### src/rtl/instr_sequencer.sv
// instr_sequencer: multi-cycle fetch/execute controller for the 9-bit-instruction core.
// Owns the PC and instruction register and walks the datapath through
// FETCH -> DECODE -> EXEC -> (MEM) -> WB, stopping in HALT on the HALT encoding.
//
// Ports:
//   clk, rst_n             clock (rising edge), asynchronous active-low reset
//   start                  one-cycle pulse, (re)starts execution from START_PC when not busy
//   instr_in               instruction-memory read data for the current pc
//   branch_en/mem_rd/mem_wr decoder outputs for the instruction held in ir
//   mem_ack                data-memory completion strobe (only observed in MEM)
//   target_addr            branch target
//   pc, ir                 instruction address and latched instruction
//   mem_req, wb_en         data-memory request level, register-write qualifier
//   busy, done             running / halted status
//   retired                saturating count of retired instructions
//   timeout_err            sticky memory-ack watchdog flag
//
// Optional feature: define INSTR_SEQ_TIMEOUT_EN to build the memory-ack watchdog.
// Without it timeout_err is tied to 0 and MEM waits for mem_ack indefinitely.

module instr_sequencer #(
  parameter int unsigned PC_W     = 10,
  parameter int unsigned START_PC = 0,
  parameter int unsigned TIMEOUT  = 255
) (
  input  logic            clk,
  input  logic            rst_n,
  input  logic            start,
  input  logic [8:0]      instr_in,
  input  logic            branch_en,
  input  logic            mem_rd,
  input  logic            mem_wr,
  input  logic            mem_ack,
  input  logic [PC_W-1:0] target_addr,
  output logic [PC_W-1:0] pc,
  output logic [8:0]      ir,
  output logic            mem_req,
  output logic            wb_en,
  output logic            busy,
  output logic            done,
  output logic [15:0]     retired,
  output logic            timeout_err
);

  typedef enum logic [2:0] {
    StIdle, StFetch, StDecode, StExec, StMem, StWb, StHalt
  } state_e;

  localparam logic [PC_W-1:0] StartPc = PC_W'(START_PC);

  state_e          state_q, state_d;
  logic [PC_W-1:0] pc_q, pc_d;
  logic [8:0]      ir_q, ir_d;
  logic [15:0]     retired_q, retired_d;
  logic            br_q, br_d;
  logic            mem_req_q, mem_req_d;
  logic            wb_en_q, wb_en_d;
  logic            busy_q, busy_d;
  logic            done_q, done_d;
  logic            is_halt;

  assign is_halt = (ir_q[8:7] == 2'b00) && (ir_q[3:0] == 4'hF);

`ifdef INSTR_SEQ_TIMEOUT_EN
  localparam int unsigned CntW = $clog2(TIMEOUT + 1);
  // Last waiting cycle before the count would reach TIMEOUT.
  localparam logic [CntW-1:0] CntLast = CntW'(TIMEOUT - 1);

  logic [CntW-1:0] cnt_q, cnt_d;
  logic            timeout_err_q, timeout_err_d;
`endif

  always_comb begin
    state_d   = state_q;
    pc_d      = pc_q;
    ir_d      = ir_q;
    retired_d = retired_q;
    br_d      = br_q;
`ifdef INSTR_SEQ_TIMEOUT_EN
    cnt_d         = cnt_q;
    timeout_err_d = timeout_err_q;
`endif

    case (state_q)
      StIdle, StHalt: begin
        if (start) begin
          pc_d      = StartPc;
          retired_d = '0;
          state_d   = StFetch;
`ifdef INSTR_SEQ_TIMEOUT_EN
          timeout_err_d = 1'b0;
`endif
        end
      end
      StFetch: begin
        ir_d    = instr_in;
        state_d = StDecode;
      end
      StDecode: begin
        state_d = is_halt ? StHalt : StExec;
      end
      StExec: begin
        br_d    = branch_en;
        state_d = (mem_rd || mem_wr) ? StMem : StWb;
`ifdef INSTR_SEQ_TIMEOUT_EN
        cnt_d = '0;
`endif
      end
      StMem: begin
        // An ack always wins over a watchdog expiry in the same cycle.
        if (mem_ack) begin
          state_d = StWb;
`ifdef INSTR_SEQ_TIMEOUT_EN
        end else if (cnt_q == CntLast) begin
          timeout_err_d = 1'b1;
          state_d       = StHalt;
        end else begin
          cnt_d = cnt_q + 1'b1;
`endif
        end
      end
      StWb: begin
        pc_d      = br_q ? target_addr : pc_q + 1'b1;
        retired_d = (retired_q == 16'hFFFF) ? retired_q : retired_q + 16'd1;
        state_d   = StFetch;
      end
      default: state_d = StIdle;
    endcase

    // Status outputs are registered images of the next state.
    mem_req_d = (state_d == StMem);
    wb_en_d   = (state_d == StWb);
    done_d    = (state_d == StHalt);
    busy_d    = (state_d != StIdle) && (state_d != StHalt);
  end

  always_ff @(posedge clk or negedge rst_n) begin
    if (!rst_n) begin
      state_q   <= StIdle;
      pc_q      <= StartPc;
      ir_q      <= '0;
      retired_q <= '0;
      br_q      <= 1'b0;
      mem_req_q <= 1'b0;
      wb_en_q   <= 1'b0;
      busy_q    <= 1'b0;
      done_q    <= 1'b0;
`ifdef INSTR_SEQ_TIMEOUT_EN
      cnt_q         <= '0;
      timeout_err_q <= 1'b0;
`endif
    end else begin
      state_q   <= state_d;
      pc_q      <= pc_d;
      ir_q      <= ir_d;
      retired_q <= retired_d;
      br_q      <= br_d;
      mem_req_q <= mem_req_d;
      wb_en_q   <= wb_en_d;
      busy_q    <= busy_d;
      done_q    <= done_d;
`ifdef INSTR_SEQ_TIMEOUT_EN
      cnt_q         <= cnt_d;
      timeout_err_q <= timeout_err_d;
`endif
    end
  end

  assign pc      = pc_q;
  assign ir      = ir_q;
  assign retired = retired_q;
  assign mem_req = mem_req_q;
  assign wb_en   = wb_en_q;
  assign busy    = busy_q;
  assign done    = done_q;

`ifdef INSTR_SEQ_TIMEOUT_EN
  assign timeout_err = timeout_err_q;
`else
  assign timeout_err = 1'b0;
`endif

endmodule

### config.mk
export PLATFORM = sky130hd
export DESIGN_NAME = instr_sequencer
export DESIGN_NICKNAME = d
export VERILOG_FILES = /design/src/rtl/instr_sequencer.sv
export SDC_FILE = /design/constraint.sdc
export NUM_CORES = 1
export LEC_CHECK = 0
export CAP_MARGIN = 20
export CORE_ASPECT_RATIO = 1.5
export CORE_MARGIN = 8
export CORE_UTILIZATION = 33
export CTS_CLUSTER_DIAMETER = 120
export DETAILED_ROUTE_END_ITERATION = 6
export HOLD_SLACK_MARGIN = 0.15
export SLEW_MARGIN = 5
export SYNTH_ARGS = -nofsm -noshare
export SYNTH_HDL_FRONTEND = slang
export SYNTH_SLANG_ARGS = --single-unit
### constraint.sdc
create_clock -name clk -period 3.5 [get_ports clk]
set_input_delay 0.35 -clock clk [delete_from_list [all_inputs] [get_ports clk]]
set_output_delay 0.35 -clock clk [all_outputs]
set_load 0.02 [all_outputs]
# --- Yosys cells after proc, flatten, opt, wreduce, memory -nomap -nowiden ---
# Index checks and enable logic that the tools add are counted.
word_totals:
  reg_bits: 43
  input_bits: 26
  output_inout_bits: 40
  elab_cells: 46
classes:
  addsub: 2
  n_eq_ne: 14
  mux: 11
  n_reduce_logical: 10
ops:
  columns: ["op", "n"]
  rows:
  - ["2-to-1 mux 16 bit", 2]
  - ["one-hot mux 16 bit (2 select lines)", 1]
  - ["2-to-1 mux 10 bit", 2]
  - ["one-hot mux 10 bit (2 select lines)", 1]
  - ["equality test 3 bit (second input constant)", 6]
  - ["one-hot mux 3 bit (6 select lines)", 1]
  - ["adder 16 x 1 -> 16 bit (second input constant)", 1]
  - ["equality test 16 bit (second input constant)", 1]
  - ["adder 10 x 1 -> 10 bit (second input constant)", 1]
  - ["2-to-1 mux 3 bit", 3]
  - ["equality test 3 x 2 -> 1 bit (second input constant)", 2]
  - ["equality test 4 bit (second input constant)", 1]
  - ["!= test 2 bit (second input constant)", 2]
  - ["equality test 3 x 1 -> 1 bit (second input constant)", 1]
  - ["zero test 3 bit", 1]
  - ["!= test 3 bit (second input constant)", 1]
  - ["AND reduction 3 bit", 1]
  - ["nonzero test 3 bit", 1]
  - ["logical AND 1 bit", 2]
  - ["zero test 2 bit", 1]
  - ["AND reduction 2 bit", 1]
  - ["nonzero test 2 bit", 1]
  - ["OR reduction 2 bit", 1]
  - ["logical OR 1 bit", 1]
  - ["2-to-1 mux 1 bit", 1]

# --- Longest topological paths before layout ---
logic_depth:
  ltp_word: 6
  depth_mapped: 7
  ltp_nobuf: 5

# --- Worst setup path before layout ---
# OpenSTA, ideal clock, no wires.
synth_timing:
  path_kind: "register to register"
  from: "register retired_q[0] (netlist: retired[0])"
  to: "register retired_q[7] (netlist: retired[7])"
  setup_ps: 79
  arrival_time_ps: 1682
  path_slack_ps: 1739
  stages_incl_launch_ff: 7
  n_path_buf: 1
  path_cell_list: "dfrtp_1 -> ha_1 -> and4_1 -> and3_1 -> clkbuf_1 -> a211oi_1 -> mux2i_1"
synth_via:
  elab_chain_cells: 3
  word_cells_on_any_way: 6
  cone_classes: "1 x add/sub; 2 x eq/ne; 2 x mux; 1 x reduce/logical"
synth_rtl:
  columns: ["element", "line", "rtl"]
  rows:
  - ["from (decl)", "54", "logic [15:0] retired_q, retired_d;"]
  - ["from (signal assigned)", "156", "retired_q <= retired_d;"]
  - ["adder 16 x 1 -> 16 bit or equality test 16 bit (tied branches)", "124", "retired_d = (retired_q == 16'hFFFF) ? retired_q : retired_q + 16'd1;"]
  - ["2-to-1 mux 16 bit or != test 2 bit (tied branches)", null, null]
  - ["one-hot mux 16 bit (2 select lines) or AND reduction 3 bit (tied branches)", null, null]
# Parallel ways exist; a longest one is shown, timed or not. The select of a mux whose other input is x is not followed.
# A chain may end at the register's enable or synchronous reset.

# --- Worst setup path in the final report ---
layout_timing:
  from: "register state_q[2]"
  to: "register retired_q[4] (netlist: retired[4])"
layout_via:
  elab_chain_cells: 4
  word_cells_on_any_way: 9
  cone_classes: "4 x eq/ne; 1 x mux; 4 x reduce/logical"
layout_rtl:
  columns: ["element", "line", "rtl"]
  rows:
  - ["from (decl)", "51", "state_e state_q, state_d;"]
  - ["from (signal assigned)", "139", "state_q <= StIdle;"]
  - ["from (signal assigned)", "153", "state_q <= state_d;"]
  - ["equality test 3 bit or zero test 3 bit (tied branches)", "84", "case (state_q)"]
  - ["OR reduction 2 bit", "84", null]
  - ["!= test 2 bit (no line) or nonzero test 2 bit (tied branches)", null, null]
  - ["AND reduction 3 bit (no line)", null, null]
# Parallel ways exist; a longest one is shown, timed or not.

==> metrics.md <==
| Metric | Value |
|---|---|
| Pre-CTS setup slack | `approximately 1.1 ns` |
| Number of synthesized flops with an enable pin | `0` |
| Vias in the first global route | `roughly 2.2k` |
| Hold Crit Class | `flip-flop to flip-flop` |
| Commonest non-fill, non-tap cells in the layout | `63 x clkdlybuf4s50_1, 43 x dfrtp_1, 28 x nand2_1` |
| CTS tree | `done` |
| Gr usage total | `approximately 12%` |
| Highest Signal Layer | `met4` |
| Max stage delay on crit path | `roughly 0.71 ns` |
| WP data required | `3.70 ns` |
| Max_cap viols | `0` |
| Yosys warns | `0` |
| Crit-path cells | `nand3b_1 -> nor3_2 -> a21oi_1 -> nor4_1` |
| Final setup fails | `0` |
| Crit. path cell count | `4` |
| CTS max path bufs | `2` |
| Final RePlAce weighted congestion | `0.829` |
| Clock-pin transition on the worst setup and hold timing paths | `approximately 0.080 ns` |
| H-tree depth | `2` |
| Buf/Inv on CP | `0` |
| Die width | `approximately 86 um` |
| Static Leak | `around 1.3 nW` |
| Commonest non-fill, non-tap cell in the layout | `clkdlybuf4s50_1` |
| Synthesized flop and latch total | `between 40 and 50` |
| Die height | `between 100 and 150 um` |
| Routed vias/inst | `roughly 5.5` |
| Global-route wire length before repair | `about 10000 um` |
| IO buf count | `64` |
| Yosys cell types | `46` |
| Placement Rows | `38` |
| CTS buffer count | `5` |
| CP Max Fanout | `18` |
| Status | `completed` |
| Routed len/inst | `approximately 16 um` |
| Crit path DAT | `approximately 2.5 ns` |
| Ant diodes | `0` |
| Reg2Reg Depth | `4` |
| Setup_tns | `0 ns` |
| Synth Cell Area | `~2400 um^2` |
| WL met3 | `502 um` |
| Nets | `about 340` |
| Syn Nets | `roughly 280` |
| Congestion Overflow GR | `0` |
| RSZ-0062 raised after global routing | `false` |
| Via count | `around 2.2k` |
| Mapped Cells | `251` |
| Setup WS post-layout | `approximately 1.2 ns` |
| Fmax | `~440 MHz` |
| Total die area | `a little over 10000 um^2` |
| PwrDens | `687 nW/um^2` |
| Prevailing post-synth register cell | `dfrtp_1` |
| Hpwl dp | `approximately 4600 um` |
| Syn avg cell area | `9.59 um^2` |
| Post-synth ARST share | `100%` |
| DRT Pass-1 Iters | `4` |
| Starting Density | `approximately a third` |
| Hold WS | `slightly above 0.5 ns` |
| Clock root buffer | `clkbuf_8` |
| Total Routed Length | `slightly above 6000 um` |
| Antenna Nets Post-Route | `0` |
| Hold Violations, Final | `0` |
| Worst-Margin Slew | `just under 0.9 ns` |
| CTS sink count | `between 40 and 50` |
| Maximum vdd drop | `approximately 0.39 mV` |
| Crit Path Category | `flip-flop to flip-flop` |
| Post-route cell area | `~3200 um^2` |
| Post-Route M1 WL | `around 2600 um` |
| Largest delay contributor family on the critical path | `simple AND/OR/NAND/NOR gates` |
| Max-slew violations | `0` |
| Layout cells sized above 1 | `just under 8%` |
| Initial antenna violation count | `0` |
| Slowest CP cell | `dfrtp_1` |
| Dpl cell area | `3070 um^2` |
| Fill cells | `700` |
| Fin crit period | `2.29 ns` |
| Relative slew slack | `between 40 and 50%` |
| Ports | `66` |
| Clock Skew | `between 0.007 and 0.008 ns` |
| Routed length on met2 | `3030 um` |
| Pin count of the biggest net entering global routing | `between 40 and 50` |
| Crit start category | `flip-flop` |
| Seq/Total Area, Yosys | `about 45%` |
| Worst hold path cell count | `1` |
| Drt drc | `0` |
| Clk_lat worst skew | `between 0.2 and 0.3 ns` |
| Layout Utilization | `between 40% and 50%` |
| Final period util | `65.4%` |
| Drt initial violations | `98` |
| Kind of end point of the critical path | `flip-flop` |
| Area grow syn2layout | `33.4%` |
| CORE AREA | `around 7000 um^2` |
power by group:
part	internal, W	switching [W]
clock network	0.000180	0.000167
registers	0.000648	0.000245
logic	0.000483	0.000482
cell type report:
class	instances	area [um^2]	area share [%]
Multi-Input combinational cell	186	1230	38.4
Sequential cell	43	1080	33.5
Inverter	6	22.5	0.701
Timing Repair Buffer	67	681	21.2
Clock buffer	8	100	3.12
Tap cell	80	100	3.12
kinds of logic after synthesis:
logic type,share of synthesized area [%]
adder cells (fa/ha/maj),1.04
XOR/XNOR,1.09
AO/OA/AOI/OAI,14.2
buffers and inverters,4.11
multiplexers,10.1
AND/OR/NAND/NOR,24.6
other,0.156
flip-flops,44.7
path summary, 6_finish.rpt:
path / startpoint / end / slack [ns]
max: state_q[2]$_DFF_PN0_ / retired[4]$_DFFE_PN0P_ / 1.21
min: ir[6]$_DFFE_PN0P_ / ir[6]$_DFFE_PN0P_ / 0.52
min in group asynchronous: rst_n / retired[7]$_DFFE_PN0P_ / 0.56
max in group asynchronous: rst_n / wb_en$_DFF_PN0_ / 2.45
min reg2reg: ir[6]$_DFFE_PN0P_ / ir[6]$_DFFE_PN0P_ / 0.52
max reg2reg: state_q[2]$_DFF_PN0_ / retired[4]$_DFFE_PN0P_ / 1.21
flip-flops by register name, summed over array words and instances, names as in the netlist, 3 cells and up:
name / cells
pc: 10
state_q: 3
ir: 9
retired: 16
routing by layer:
layer / vias up / GRT usage, %
li1: 1037 / -
met1: 1044 / 13.3
met2: 65 / 20.8
met3: 9 / 4.96
met4: 0 / 5.07
met5: - / 0
worst register-to-register path: cells and delay by family (launching register included):
family          cells  cell delay (ns)
flops               1             0.71
simple gates        3             1.36
compound gates      1             0.12
what timing repair did:
action	in CTS	in global routing
hold buffers	0	1
endpoints found under the hold margin	0	19
gates resized for setup	0	0
setup endpoints to repair	0	0
setup buffers	0	0
synthesized netlist by cell type, drive strengths merged (2+ instances only):
library cell | instances | area share, %
nor2 | 11 | 1.7
mux2 | 10 | 4.7
o31ai | 3 | 0.94
o311ai | 2 | 1.0
nor3b | 2 | 0.62
and2 | 3 | 0.78
nand2b | 11 | 2.9
a22oi | 3 | 0.94
mux2i | 13 | 5.4
a31oi | 4 | 1.0
nand3b | 2 | 0.62
buf | 6 | 1.6
inv | 6 | 0.94
and3 | 4 | 1.0
xnor2 | 3 | 1.1
nand3 | 8 | 1.7
ha | 2 | 1.0
a211oi | 4 | 1.2
nor3 | 8 | 2.1
and4 | 5 | 1.8
o21ai | 18 | 3.7
nor4b | 4 | 2.1
clkbuf | 10 | 1.6
o2bb2ai | 3 | 1.1
nand2 | 28 | 4.4
or3 | 2 | 0.52
dfrtp | 43 | 45
nand4 | 4 | 1.0
a21oi | 12 | 2.5
nor4 | 6 | 1.6
metrics by stage:
step | power, W | cells
6_report | 0.00221 | 390
5_1_grt | 0.00236 | 390
4_1_cts | 0.00224 | 388
3_5_place_dp | 0.00188 | 380
3_3_place_gp | 0.00186 | 380
2_1_floorplan | 0.00146 | 251
No activity file was read; power rests on OpenSTA's default activity.
==> RTL change: new RTL, config.mk and constraints unchanged <==
The 7 states of `state_e` get a one-hot encoding in 7 bits.
--- a/src/rtl/instr_sequencer.sv
+++ b/src/rtl/instr_sequencer.sv
@@ -42,8 +42,8 @@
   output logic            timeout_err
 );
 
-  typedef enum logic [2:0] {
-    StIdle, StFetch, StDecode, StExec, StMem, StWb, StHalt
+  typedef enum logic [6:0] {
+    StIdle = 7'b0000001, StFetch = 7'b0000010, StDecode = 7'b0000100, StExec = 7'b0001000, StMem = 7'b0010000, StWb = 7'b0100000, StHalt = 7'b1000000
   } state_e;
 
   localparam logic [PC_W-1:0] StartPc = PC_W'(START_PC);
Check against the original RTL: no difference found for any inputs over 10 cycles, from zero or initial values and one cycle with rst_n low; not proved beyond that.
==> RTL change against the unedited design <==
Area after synthesis up 3.2%. Sequential share of layout area increased by 0.98 points. Wire length is 10% higher. Power is 11% lower. Setup slack worse by 0.13 ns. Via count up 4.9%. Maximum frequency down 5.4%. Final area increased by 6.3%. Hold slack lost 0.39 ns. Sequential cell count rose by 4. Largest power group is now registers.
==> RTL change: results (changes against the unedited design) <==
status: "complete, no violations"  # unchanged
muxShareOfSynthArea_pct: 5.74  # was 10.1%
placed_area_mm2: 0.00323  # was 0.00307 mm^2
fill_cells: 743  # was 700
route.met2.wl_um: 3560  # was 3030 um
skew_ns: 0.00548  # was 0.00738 ns
wl_met1_um: 2730  # was 2580 um
hpwl_um: 5140  # was 4580 um
worstPathMaxFanout: 9  # was 18
ys_types: 47  # was 46
p_leak_nw: 1.34  # was 1.29 nW
p_clk_mw: 0.611  # was 0.348 mW
synth.net_count: 277  # was 279
route.detailed.wl_per_inst_um: 16.6  # was 16.0 um
holdCritPathClass: "input port to async pin"  # was flip-flop to flip-flop
grt_max_degree: 32  # was 44
worst_slew_pin_slew_ns: 0.864  # was 0.877 ns
ir_worst_vdd_v: 0.000493  # was 0.000385 V
routabilityCongestion: 0.885  # was 0.829
nNetsFinal: 339  # was 337
routed_wl_um: 6880  # was 6240 um
rrSetupSlack_ns: 1.08  # was 1.21 ns
drt_iter0_drc: 133  # was 98
grt_pass1_vias: 2299  # was 2154
grt_usage_pct: 13.7  # was 12.3%
portBuffers: 64  # unchanged
routed_via_density: 5.46  # was 5.53
r2r_start: "state_q[3]"  # was state_q[2]
holdWs_ns: 0.125  # was 0.515 ns
synth-compound-area-share_pct: 17.2  # was 14.2%
clock_buffers: 6  # was 8
route.met3.wl_um: 464  # was 502 um
seq_share_pct: 34.5  # was 33.5%
cpMaxStageDelayCell: "or4_1"  # was dfrtp_1
power.density_mw_per_mm2: 574  # was 687 mW/mm^2
buffer_area_share_pct: 19.3  # was 21.2%
clkPwrFrac_pct: 31.2  # was 15.8%
arrival_ns: 2.63  # was 2.48 ns
p_sw_share_pct: 31.4  # was 40.5%
comb.multi_input.count: 184  # was 186
grt_pass1_wl_um: 11500  # was 10400 um
rr_endpoint: "retired[14]"  # was retired[4]
synth-xor-area-share_pct: 1.76  # was 1.09%
synth-adder-area-share_pct: 1.01  # was 1.04%
multi_input_area_mm2: 0.00124  # was 0.00123 mm^2
synth_area_per_cell_um2: 9.98  # was 9.59 um^2
ys_ff_latch: 47  # was 43
synth.area.top_cells: "dfrtp_1, mux2_2, nand3_1"  # was dfrtp_1, mux2i_1, mux2_2
die_w_um: 86.9  # was 85.7 um
seqPwrFrac_pct: 37.8  # was 40.5%
clk_share_pct: 5.53  # was 3.12%
dp.cells: 406  # was 380
seq_area_frac_synth_pct: 47.4  # was 44.7%
slowest_delay_ns: 0.68  # was 0.71 ns
root_buffer: "clkbuf_16"  # was clkbuf_8
[RTL change: worst max-delay path by stage]
| stage | endpoint | from | slack (ns) | cells past startpoint |
|---|---|---|---|---|
| 2_1_floorplan | retired[14] | state_q[6] | 1.22 | 6 |
| 3_3_place_gp | retired[14] | state_q[3] | 1.12 | 4 |
| 3_5_place_dp | retired[14] | state_q[3] | 1.10 | 4 |
| 4_1_cts | retired[14] | state_q[3] | 1.08 | 4 |
| 5_1_grt | retired[14] | state_q[3] | 1.00 | 4 |
| 6_report | retired[14] | state_q[3] | 1.08 | 4 |
[RTL change: routing by layer]
layer,global-route usage [%],vias up
met5,0,-
met4,5.30,0
met3,4.56,9
met2,23.6,57
met1,15.2,1112
li1,-,1083
[RTL change: cells by family after synthesis]
logic type                 Yosys count
and+or+nand+nor                    102
AOI/OAI and AO/OA                   61
DFF                                 47
buffers and inverters               18
muxes                               13
xor gates and xnor gates             5
adders and majority gates            2
other                                1
